## src/rtl/mii_tx_pkg.sv

```systemverilog
// mii_tx_pkg: shared types and constants for the MII transmit framer.
//   tx_state_t  framer FSM states
//   preamble/SFD nibbles, preamble length
//   CRC-32 (reflected) polynomial/seed and a one-nibble update function
package mii_tx_pkg;

  typedef enum logic [2:0] {IDLE, PREAMBLE, DATA, PAD, FCS, IFG} tx_state_t;

  localparam logic [3:0]  PREAMBLE_NIB    = 4'h5;
  localparam logic [3:0]  SFD_NIB         = 4'hD;
  localparam int          PREAMBLE_CYCLES = 16;
  localparam logic [31:0] CRC_POLY        = 32'hEDB88320;
  localparam logic [31:0] CRC_INIT        = 32'hFFFFFFFF;

  // Reflected CRC: the nibble enters LSB first, matching MII bit order.
  function automatic logic [31:0] crc32_nib(input logic [31:0] crc, input logic [3:0] nib);
    logic [31:0] c;
    c = crc ^ {28'd0, nib};
    for (int i = 0; i < 4; i++)
      c = c[0] ? ((c >> 1) ^ CRC_POLY) : (c >> 1);
    return c;
  endfunction

endpackage

```

## src/rtl/crc32_nibble.sv

```systemverilog
// crc32_nibble: combinational CRC-32 step over one 4-bit nibble.
//   crc      in  32  running CRC
//   nib      in  4   nibble (bit 0 is first on the wire)
//   crc_next out 32  updated CRC
module crc32_nibble
  import mii_tx_pkg::*;
(
  input  logic [31:0] crc,
  input  logic [3:0]  nib,
  output logic [31:0] crc_next
);

  assign crc_next = crc32_nib(crc, nib);

endmodule

```

## src/rtl/mii_tx_framer.sv

```systemverilog
// mii_tx_framer: valid/ready byte stream -> MII transmit nibbles.
// Adds preamble/SFD, zero-pads short frames, optionally appends FCS,
// and holds the inter-frame gap. Single clock domain (eth_tx_clk).
// Build option: define MII_TX_FCS_EN to generate and append CRC-32 FCS;
// otherwise the source is expected to supply its own FCS bytes.
// Ports:
//   eth_tx_clk          PHY transmit clock
//   rstn                async active-low reset
//   s_data/valid/last   payload byte stream in; s_ready accepts
//   eth_tx_en/eth_txd   registered MII transmit pins
//   tx_busy             FSM not idle
//   tx_done             pulse on last nibble of a completed frame
//   tx_abort            pulse on first cycle after an underrun/oversize cut
//   frame_cnt           completed-frame counter (wraps)
module mii_tx_framer
  import mii_tx_pkg::*;
#(
  parameter int MIN_FRAME_BYTES = 60,
  parameter int MAX_FRAME_BYTES = 1514,
  parameter int IFG_NIBBLES     = 24
) (
  input  logic        eth_tx_clk,
  input  logic        rstn,
  input  logic [7:0]  s_data,
  input  logic        s_valid,
  input  logic        s_last,
  output logic        s_ready,
  output logic        eth_tx_en,
  output logic [3:0]  eth_txd,
  output logic        tx_busy,
  output logic        tx_done,
  output logic        tx_abort,
  output logic [15:0] frame_cnt
);

  localparam logic [7:0]  PRE_LAST = 8'(PREAMBLE_CYCLES - 1);
  localparam logic [7:0]  PRE_SFD  = 8'(PREAMBLE_CYCLES - 2);
  // The mandatory IDLE cycle also has eth_tx_en low, so IFG itself lasts
  // one cycle less; back-to-back frames then see exactly IFG_NIBBLES low.
  localparam logic [7:0]  IFG_LAST = 8'(IFG_NIBBLES - 2);
  localparam logic [10:0] MIN_B    = 11'(MIN_FRAME_BYTES);
  localparam logic [10:0] MAX_B    = 11'(MAX_FRAME_BYTES);
  localparam logic [10:0] PAD_LAST = 11'(MIN_FRAME_BYTES - 1);

`ifdef MII_TX_FCS_EN
  localparam tx_state_t TAIL = FCS;
`else
  localparam tx_state_t TAIL = IFG;
`endif

  tx_state_t   state, state_nxt;
  logic [7:0]  cnt;
  logic        nib_hi;
  logic [10:0] byte_cnt;
  logic [7:0]  data_q;
  logic        last_q;
  logic        accept, pre_last, byte_end, pad_end, need_pad, oversize, abort_d;
  logic        tx_en_d;
  logic [3:0]  txd_d;

  assign accept   = s_valid && s_ready;
  assign pre_last = (state == PREAMBLE) && (cnt == PRE_LAST);
  assign byte_end = (state == DATA) && nib_hi;
  assign pad_end  = (state == PAD) && nib_hi && (byte_cnt == PAD_LAST);
  assign need_pad = byte_cnt < MIN_B;
  assign oversize = byte_end && !last_q && (byte_cnt == MAX_B);
  assign abort_d  = (s_ready && !s_valid) || oversize;

  // state register
  always_ff @(posedge eth_tx_clk or negedge rstn)
    if (!rstn) state <= IDLE;
    else       state <= state_nxt;

  // next state
  always_comb begin
    state_nxt = state;
    case (state)
      IDLE:     if (s_valid) state_nxt = PREAMBLE;
      PREAMBLE: if (pre_last) state_nxt = s_valid ? DATA : IFG;
      DATA:
        if (nib_hi) begin
          if (last_q)       state_nxt = need_pad ? PAD : TAIL;
          else if (abort_d) state_nxt = IFG;
        end
      PAD:      if (pad_end) state_nxt = TAIL;
      FCS:      if (cnt == 8'd7) state_nxt = IFG;
      IFG:      if (cnt == IFG_LAST) state_nxt = IDLE;
      default:  state_nxt = IDLE;
    endcase
  end

`ifdef MII_TX_FCS_EN
  logic [31:0] crc_q, crc_upd;

  crc32_nibble u_crc (.crc(crc_q), .nib(txd_d), .crc_next(crc_upd));

  // CRC tracks each data/pad nibble as it is registered onto the pins, so
  // it is complete by the time FCS starts; during FCS it shifts out.
  always_ff @(posedge eth_tx_clk or negedge rstn)
    if (!rstn)                                        crc_q <= '0;
    else if (state == IDLE)                           crc_q <= CRC_INIT;
    else if (state_nxt == DATA || state_nxt == PAD)   crc_q <= crc_upd;
    else if (state == FCS)                            crc_q <= crc_q >> 4;
`endif

  // outputs: strobes from current state, pin values for the next cycle
  always_comb begin
    s_ready = pre_last || (byte_end && !last_q && (byte_cnt != MAX_B));
    tx_busy = (state != IDLE);
`ifdef MII_TX_FCS_EN
    tx_done = (state == FCS) && (cnt == 8'd7);
`else
    tx_done = (byte_end && last_q && !need_pad) || pad_end;
`endif
    tx_en_d = 1'b0;
    txd_d   = 4'h0;
    case (state_nxt)
      PREAMBLE: begin
        tx_en_d = 1'b1;
        txd_d   = (state == PREAMBLE && cnt == PRE_SFD) ? SFD_NIB : PREAMBLE_NIB;
      end
      DATA: begin
        tx_en_d = 1'b1;
        txd_d   = accept ? s_data[3:0] : data_q[7:4];
      end
      PAD: tx_en_d = 1'b1;
`ifdef MII_TX_FCS_EN
      FCS: begin
        tx_en_d = 1'b1;
        txd_d   = (state == FCS) ? ~crc_q[7:4] : ~crc_q[3:0];
      end
`endif
      default: ;
    endcase
  end

  // datapath
  always_ff @(posedge eth_tx_clk or negedge rstn)
    if (!rstn) begin
      cnt       <= '0;
      nib_hi    <= 1'b0;
      byte_cnt  <= '0;
      data_q    <= '0;
      last_q    <= 1'b0;
      eth_tx_en <= 1'b0;
      eth_txd   <= '0;
      tx_abort  <= 1'b0;
      frame_cnt <= '0;
    end else begin
      cnt    <= (state_nxt == state) ? cnt + 8'd1 : 8'd0;
      nib_hi <= (state_nxt == state) && !nib_hi;
      if (state == IDLE) begin
        byte_cnt <= '0;
        last_q   <= 1'b0;
      end else if (accept) begin
        byte_cnt <= byte_cnt + 11'd1;
        data_q   <= s_data;
        last_q   <= s_last;
      end else if (state == PAD && nib_hi) begin
        byte_cnt <= byte_cnt + 11'd1;
      end
      eth_tx_en <= tx_en_d;
      eth_txd   <= txd_d;
      tx_abort  <= abort_d;
      if (tx_done) frame_cnt <= frame_cnt + 16'd1;
    end

endmodule

```

## config.mk

```make
export PLATFORM = sky130hd
export DESIGN_NAME = mii_tx_framer
export DESIGN_NICKNAME = d
export VERILOG_FILES = /design/src/rtl/mii_tx_pkg.sv /design/src/rtl/crc32_nibble.sv /design/src/rtl/mii_tx_framer.sv
export SDC_FILE = /design/constraint.sdc
export NUM_CORES = 1
export LEC_CHECK = 0
export ABC_CLOCK_PERIOD_IN_PS = 2500
export BUFFER_PORTS_ARGS = -buffer_cell sky130_fd_sc_hd__buf_2
export CAP_MARGIN = 20
export CORE_ASPECT_RATIO = 0.9
export CORE_MARGIN = 3
export CORE_UTILIZATION = 57
export CTS_CLUSTER_DIAMETER = 150
export DETAILED_ROUTE_END_ITERATION = 12
export PLACE_DENSITY = 0.9
export SLEW_MARGIN = 20
export SYNTH_ARGS = -nofsm -noshare
export SYNTH_HDL_FRONTEND = slang
export SYNTH_SLANG_ARGS = --single-unit
```

## constraint.sdc

```tcl
create_clock -name eth_tx_clk -period 2.5 [get_ports eth_tx_clk]
set_input_delay 0.25 -clock eth_tx_clk [delete_from_list [all_inputs] [get_ports eth_tx_clk]]
set_output_delay 0.25 -clock eth_tx_clk [all_outputs]
set_load 0.01 [all_outputs]
```

==> flow_summary.yaml, run 1 <==
logic_synthesis:
  synth_fa_ha_area_frac: 0.0241
  yosysTopAreaCell: "dfrtp_1"
  syn_avg_cell_area_sq_um: 10.5
  ys_seq_elements: 50
  syn_inst: 247
  synthSimpleGateAreaFrac: 0.257
  ys_types: 49
  syn_nets: 264
  muxShareOfSynthArea: 0.0372
  synth_area_leaders: "dfrtp_1 (48%), xnor2_1 (5.1%), xor2_1 (5.1%)"
  synthXorXnorAreaFrac: 0.101
  synth_top_area_share: 0.483
  synth_top_family_by_area: "simple AND/OR/NAND/NOR gates"
  synth_compound_gate_area_share: 0.0661
  seq_area_frac_synth: 0.483
  synth-edff-count: 0
  syn_area_sq_mm: 0.00259
  yosysWarningCount: 0
  synth_flop_cell: "dfrtp_1"
  async_reset_ff_frac: 1.00
cells_and_area:
  nFillCells: 318
  num-nets-final: 307
  finalNonFillerCells: 351
  drive_gt1_frac: 0.258
  ff_latch_area_sq_mm: 0.00125
  n_antenna_cell: 0
  multi_input_area_sq_mm: 0.00130
  syn2layout_area_growth_pct: 16.2
clock_tree:
  clock_sink_count: 50
  cts_tree: "built"
  clk_pin_slew_ns: 0.09
  cts_root_buf: "clkbuf_8"
  clockBufferDepth: 2
  numCtsBuffers: 5
  clk_latency_ns: 0.31
  ctsHtreeMaxLevel: 2
worst_setup_path:
  slowest_delay_ns: 0.59
  crit_path_start: "byte_cnt[9]"
  cp_max_fo: 5
  crit_slowest_cell: "or4_4"
  r2r_start: "byte_cnt[9]"
  end_kind: "register"
  path_cells: "or4_4 -> nor4_4 -> nor2b_1 -> or3b_4 -> buf_6 -> or2_4 -> o22ai_2"
  crit_path_start_kind: "register"
  crit_buf_inv: 1
  cp_top_family: "simple AND/OR/NAND/NOR gates"
  arrival_ns: 2.69
  worstPathRequired_ns: 2.73
  critPathKind: "register to register"
placement:
  dp_cells: 341
  routabilityCongestion: 0.917
  dpl.hpwl_microns: 4010
  port_buffers: 36
timing:
  finalCriticalPeriod_ns: 2.46
  worst_pin_slew_ns: 0.601
  fmax_mhz: 406
  relSlewSlack: 0.599
  setup_viol: 0
  period_share: 0.985
  slew_viol_final: 0
  rsz0062_at_grt: "true"
  fin_skew_ns: 0.00766
  hold_viol: 0
floorplan:
  pin_count: 37
  die_w_microns: 77.1
  dieArea_sq_mm: 0.00539
  start_util: 0.612
  die_h_microns: 70.0
  placementRows: 22
  core_area_sq_mm: 0.00424
drt:
  drt_iter0_drc: 226
  wl_per_cell_microns: 16.2
  viasPerCell: 5.85
  num_vias: 2053
  drt-total-wl_microns: 5670
  firstDrtPassIters: 4
  drc: 0
  antenna_left: 0
grt:
  grt_max_degree: 51
  grt-ovfl-total: 0
  antenna_found_initial: 0
  grt_pass1_vias: 1995
  grt_pass1_wl_microns: 9220
  gr-usage-all-layers: 0.212
power_and_ir_drop:
  p_total_mw: 1.47
  irDropWorstVdd_uv: 403
  p_leak_nw: 1.48
  p_per_area_mw_per_mm2: 488
run_status:
  status: "finished clean"
worst_hold_path:
  hold_path_class: "input pin to async pin"
job:
  drv_cap: 0
## routing by layer
metal / GRT usage / vias to the layer above / routed length, microns
li1: - / 966 / -
met1: 0.288 / 1008 / 2450
met2: 0.345 / 69 / 2870
met3: 0.0361 / 10 / 265
met4: 0.0692 / 0 / 86
met5: 0 / - / 0
## metrics by stage
stage	setup TNS [ns]	worst slack, ns	utilization	cell area [sq um]	hold WS, ns
2_1_floorplan	0	0.176	-	2590	-0.0456
3_3_place_gp	0	0.145	0.677	2870	0.384
3_5_place_dp	0	0.0613	0.677	2870	0.388
4_1_cts	0	0.0379	0.698	2960	0.0628
5_1_grt	-0.291	-0.0537	0.711	3010	0.0772
6_report	0	0.0374	0.711	3010	0.0272
## cells by family (layout without fill, tap and decap cells)
kind of cell,after synthesis,count (layout)
AND/OR/NAND/NOR,112,112
flip-flops,50,50
XOR/XNOR,30,30
AO/OA/AOI/OAI,21,21
buffers and inverters,20,64
multiplexers,9,9
adder cells (fa/ha/maj),5,5
## worst paths after layout
check | to | slack, ns | cells after the start
worst max-delay path | eth_txd[0] | 0.04 | 7
worst min-delay path | cnt[4] | 0.03 | 2
worst max register to register | eth_txd[0] | 0.04 | 7
worst min register to register | frame_cnt[15] | 0.48 | 1
max in group asynchronous | byte_cnt[7] | 2.07 | 2
min in group eth_tx_clk | data_q[7] | 0.17 | 2
## flip-flops by register name, summed over array words and instances (netlist names)
register   count
frame_cnt     16
byte_cnt      11
cnt            8
data_q         4
eth_txd        4
state          3
eth_tx_en      1
last_q         1
nib_hi         1
tx_abort       1
## where the power goes
group	switching (mW)	total, mW	internal [mW]	leakage [nW]
Clock	0.273	0.470	0.197	0.0441
Combinational	0.0762	0.132	0.0561	0.750
Sequential	0.0351	0.869	0.834	0.683
Total	0.384	1.47	1.09	1.48
## cells in the mapped netlist, drive strengths merged (6+ instances only)
master and number:
nand3 17, xnor2 15, inv 9, xor2 15
dfrtp 50, and3 10, clkbuf 6, nor2 23
nand4 10, nand2 14
## area by class of cell
type                       instances  share of cell area
multi-input combinational        177               0.430
clock buffer                       5              0.0228
inverter                           9              0.0112
tap                               60              0.0249
sequential                        50               0.415
clock inverter                     3             0.00706
timing repair buffer              47              0.0885
## layout by cell type (no fill, tap or decap), types with 2 or more instances in the layout
cell type and n:
xnor2_1 15, clkbuf_8 5, nor2b_1 4, nor4_4 2, and4_1 2, and4_4 2
dfrtp_1 50, mux2_2 5, and2_1 3, xor2_1 15, o211ai_1 4, mux2i_1 4
nand3_1 17, and3_1 10, nand2_1 14, nand4_1 10, nand4b_1 4, buf_4 10
buf_2 36, ha_1 5, nor4_1 2, a221o_1 2, nor2_1 23, inv_1 9
nand4bb_1 3, or4_4 2, nor3_1 3, o31ai_1 2
## timing repair
item / in CTS / in global routing
buffers inserted: 0 / 2
hold buffers: 0 / 0
endpoints found under the setup margin: 0 / 24
gates resized for setup: 0 / 13
(Power assumes the default switching activity.)
==> run 2, diff against run 1 <==
Settings changed: PLACE_DENSITY 0.9 to 0.79.
==> flow_summary.yaml, run 2 (synthesized netlist as in run 1, its figures left out) <==
placement:
  place_area_sq_mm: 0.00287
  routabilityCongestion: 0.804
  port_buffers: 36
  dpl.hpwl_microns: 3660
timing:
  fin_skew_ns: 0.00546
  relSlewSlack: 0.593
  period_share: 0.973
  slew_viol_final: 0
  finalCriticalPeriod_ns: 2.43
  worst_pin_slew_ns: 0.608
  fmax_mhz: 411
  setup_viol: 0
  hold_viol: 0
  rsz0062_at_grt: "false"
  tns_ns: 0
clock_tree:
  clk_pin_slew_ns: 0.09
  cts_root_buf: "clkbuf_8"
  cts_tree: "built"
  ctsHtreeMaxLevel: 2
  clock_sink_count: 50
  numCtsBuffers: 5
  clockBufferDepth: 2
  postCtsHoldBufs: 0
  clk_latency_ns: 0.30
cells_and_area:
  layout_common_cells: "dfrtp_1 (50), buf_2 (36), nor2_1 (23), nand3_1 (17)"
  final_common_cell: "dfrtp_1"
  syn2layout_area_growth_pct: 16.2
  n_antenna_cell: 0
  utilization: 0.710
  nFillCells: 334
  fin_area_sq_mm: 0.00301
  top_register: "frame_cnt"
  num-nets-final: 308
  drive_gt1_frac: 0.247
  largest_reg_flops: 16
  largestRegisters: "frame_cnt x16, byte_cnt x11, cnt x8"
power_and_ir_drop:
  p_per_area_mw_per_mm2: 517
  p_leak_nw: 1.48
  irDropWorstVdd_uv: 272
worst_setup_path:
  r2r_slack_ns: 0.07
  rr_endpoint: "eth_txd[3]"
  arrival_ns: 2.66
  r2r_start: "byte_cnt[10]"
  critPathKind: "register to register"
  cp_max_fo: 9
  end_kind: "register"
  crit_path_start_kind: "register"
  reg2reg_depth: 6
  worstPathRequired_ns: 2.73
drt:
  drt-total-wl_microns: 5160
  wl_per_cell_microns: 14.7
  firstDrtPassIters: 4
  num_vias: 1978
  viasPerCell: 5.62
  antenna_left: 0
  drt_iter0_drc: 125
  drc: 0
floorplan:
  pin_count: 37
  die_h_microns: 70.0
  core_area_sq_mm: 0.00424
  placementRows: 22
  start_util: 0.612
  die_w_microns: 77.1
  dieArea_sq_mm: 0.00539
grt:
  grt-ovfl-total: 0
  grt_max_degree: 51
  grt_pass1_vias: 1905
  grt_pass1_wl_microns: 8940
  antenna_found_initial: 0
  gr-usage-all-layers: 0.204
run_status:
  status: "finished clean"
worst_hold_path:
  hold_path_class: "input pin to async pin"
job:
  drv_cap: 0
run 2: report_power, final:
group	switching [mW]	internal [mW]	total, mW	leakage [nW]
clock	0.258	0.298	0.556	0.0514
sequential	0.0382	0.834	0.872	0.683
combinational	0.0734	0.0550	0.128	0.743
total	0.369	1.19	1.56	1.48
run 2: per-stage QoR:
| stage | hold WS, ns | total power, mW | setup WS (ns) | cells |
|---|---|---|---|---|
| final | 0.0319 | 1.56 | 0.0682 | 352 |
| after global routing | 0.0806 | 1.63 | 0.00512 | 352 |
| after CTS | 0.0599 | 1.57 | 0.0471 | 349 |
| after detailed placement | 0.386 | 1.01 | 0.0710 | 341 |
| after global placement | 0.384 | 1.01 | 0.137 | 341 |
| after floorplan | -0.0456 | 0.958 | 0.176 | 247 |
run 2: area by class of cell:
type                    instances  area, sq um  area share
multi-input cells             177         1270       0.422
flip-flops and latches         50         1250       0.415
repair buffers                 48          270      0.0897
well taps                      60         75.1      0.0249
clock buffers                   6         72.6      0.0241
clock inverters                 2         37.5      0.0125
inverters                       9         33.8      0.0112
run 2: repair_timing:
action	in CTS	in global routing
buffers inserted	0	3
setup endpoints to repair	0	24
resized for setup	0	7
run 2: critical path, stage by stage, from the launching register on:
cell       delay (ns)
dfrtp_1          0.42
or4_4            0.59
nor3_2           0.22
o2bb2ai_2        0.18
a311o_1          0.37
or4_1            0.51
o21ai_1          0.09
run 2: how the worst max path moves through the flow:
stage	from	end	cells past startpoint
2_1_floorplan	byte_cnt[6]	eth_txd[3]	6
3_3_place_gp	byte_cnt[6]	eth_txd[3]	6
3_5_place_dp	byte_cnt[6]	eth_txd[3]	6
4_1_cts	byte_cnt[6]	eth_txd[3]	6
5_1_grt	state[2]	byte_cnt[5]	6
6_report	byte_cnt[10]	eth_txd[3]	6
run 2: per-layer routing:
layer,track usage,routed length (microns),vias up
li1,-,-,971
met1,0.291,2510,954
met2,0.313,2370,45
met3,0.0438,206,8
met4,0.0613,72,0
met5,0,0,-
==> run 3, diff against run 2 <==
Settings changed: ABC_CLOCK_PERIOD_IN_PS 2500 to 2800, CORE_UTILIZATION 57 to 60, PLACE_DENSITY 0.79 to 0.83.
Clock period 2.5 ns to 2.8 ns, I/O delays scaled along.
==> flow_summary.yaml, run 3 (synthesized netlist as in run 1, its figures left out) <==
drt:
  wl_per_cell_microns: 15.7
  antenna_left: 0
  viasPerCell: 6.02
  num_vias: 1987
  drt_iter0_drc: 233
  drc: 0
  firstDrtPassIters: 4
  drt-total-wl_microns: 5200
timing:
  finalCriticalPeriod_ns: 2.47
  whs_ns: -0.0391
  worst_pin_slew_ns: 0.595
  period_share: 0.883
  setup_viol: 0
  slew_viol_final: 0
  fmax_mhz: 404
  rsz0062_at_grt: "false"
  relSlewSlack: 0.604
  hold_viol: 50
  fin_skew_ns: 0.00567
  tns_ns: 0
worst_setup_path:
  crit_buf_inv: 0
  worstPathRequired_ns: 3.03
  path_cells: "or4_4 -> nor3_2 -> o2bb2ai_2 -> a311o_1 -> or4_1 -> o21ai_0"
  cp_top_family: "simple AND/OR/NAND/NOR gates"
  end_kind: "register"
  crit_path_start_kind: "register"
  slowest_delay_ns: 0.58
  crit_slowest_cell: "or4_4"
  arrival_ns: 2.71
  cp_max_fo: 9
  critPathKind: "register to register"
floorplan:
  die_h_microns: 68.4
  placementRows: 22
  core_area_sq_mm: 0.00413
  pin_count: 37
  start_util: 0.628
  dieArea_sq_mm: 0.00515
  die_w_microns: 75.3
placement:
  dpl.hpwl_microns: 3730
  routabilityCongestion: 0.864
  place_area_sq_mm: 0.00280
  port_buffers: 36
run_status:
  violations: "hold timing"
  status: "complete, but fails checks"
power_and_ir_drop:
  p_leak_nw: 1.43
  p_per_area_mw_per_mm2: 480
  irDropWorstVdd_uv: 379
  p_total_mw: 1.40
clock_tree:
  ctsResizeCount: 0
  numCtsBuffers: 5
  cts_root_buf: "clkbuf_8"
  clk_pin_slew_ns: 0.09
  cts_tree: "built"
  postCtsHoldBufs: 0
  ctsHtreeMaxLevel: 2
  post_cts_buffers: 0
  clock_sink_count: 50
  clockBufferDepth: 2
  clk_latency_ns: 0.30
cells_and_area:
  syn2layout_area_growth_pct: 12.5
  drive_gt1_frac: 0.209
  largest_reg_flops: 16
  nFillCells: 309
  largestRegisters: "frame_cnt x16, byte_cnt x11, cnt x8"
  fin_area_sq_mm: 0.00292
  final_common_cell: "dfrtp_1"
  ff_latch_area_sq_mm: 0.00125
  num-nets-final: 298
  multi_input_area_sq_mm: 0.00126
  layout_common_cells: "dfrtp_1 (50), buf_2 (35), nor2_1 (23), nand3_1 (17)"
  n_antenna_cell: 0
  top_register: "frame_cnt"
job:
  drv_cap: 0
grt:
  grt-ovfl-total: 0
  gr-usage-all-layers: 0.221
  grt_max_degree: 51
  grt_pass1_wl_microns: 8580
  antenna_found_initial: 0
  grt_pass1_vias: 1834
worst_hold_path:
  hold_path_class: "input pin to async pin"
-- run 3: per-stage QoR --
| stage | setup slack, ns | util | cells |
|---|---|---|---|
| 6_report | 0.328 | 0.706 | 330 |
| 5_1_grt | 0.208 | 0.706 | 330 |
| 4_1_cts | 0.326 | 0.705 | 330 |
| 3_5_place_dp | 0.339 | 0.678 | 322 |
| 3_3_place_gp | 0.413 | 0.678 | 322 |
| 2_1_floorplan | 0.476 | - | 247 |
-- run 3: worst paths after layout --
| path | depth (start not counted) | to | slack [ns] | from |
|---|---|---|---|---|
| worst max-delay path | 6 | eth_txd[3] | 0.33 | byte_cnt[6] |
| worst min-delay path | 1 | last_q | -0.04 | rstn |
| worst max register to register | 6 | eth_txd[3] | 0.33 | byte_cnt[6] |
| worst min register to register | 1 | frame_cnt[15] | 0.48 | frame_cnt[15] |
| max in group asynchronous | 1 | byte_cnt[4] | 2.42 | rstn |
| min in group eth_tx_clk | 2 | data_q[5] | 0.20 | s_data[5] |
-- run 3: final cells by class --
type	count	area share
multi-input combinational	177	0.432
sequential	50	0.429
timing repair buffer	38	0.0678
clock buffer	5	0.0236
tap	48	0.0206
clock inverter	3	0.0150
inverter	9	0.0116
-- run 3: routing by layer --
metal,vias to the layer above,track usage,wire (microns),part of all wire
met1,959,0.328,2510,0.48
li1,954,-,-,-
met3,15,0.0441,264,0.051
met5,-,0,0,0
met4,0,0.103,155,0.030
met2,59,0.307,2270,0.44
-- run 3: power by group --
group / internal, mW / switching (mW)
sequential: 0.745 / 0.0343
combinational: 0.0449 / 0.0626
clock: 0.268 / 0.246
-- run 3: worst reg2reg max path: cells and delay by family (launching register included) --
family | cells | cell delay (ns)
and+or+nand+nor | 3 | 1.29
DFF | 1 | 0.42
AOI/OAI and AO/OA | 3 | 0.69
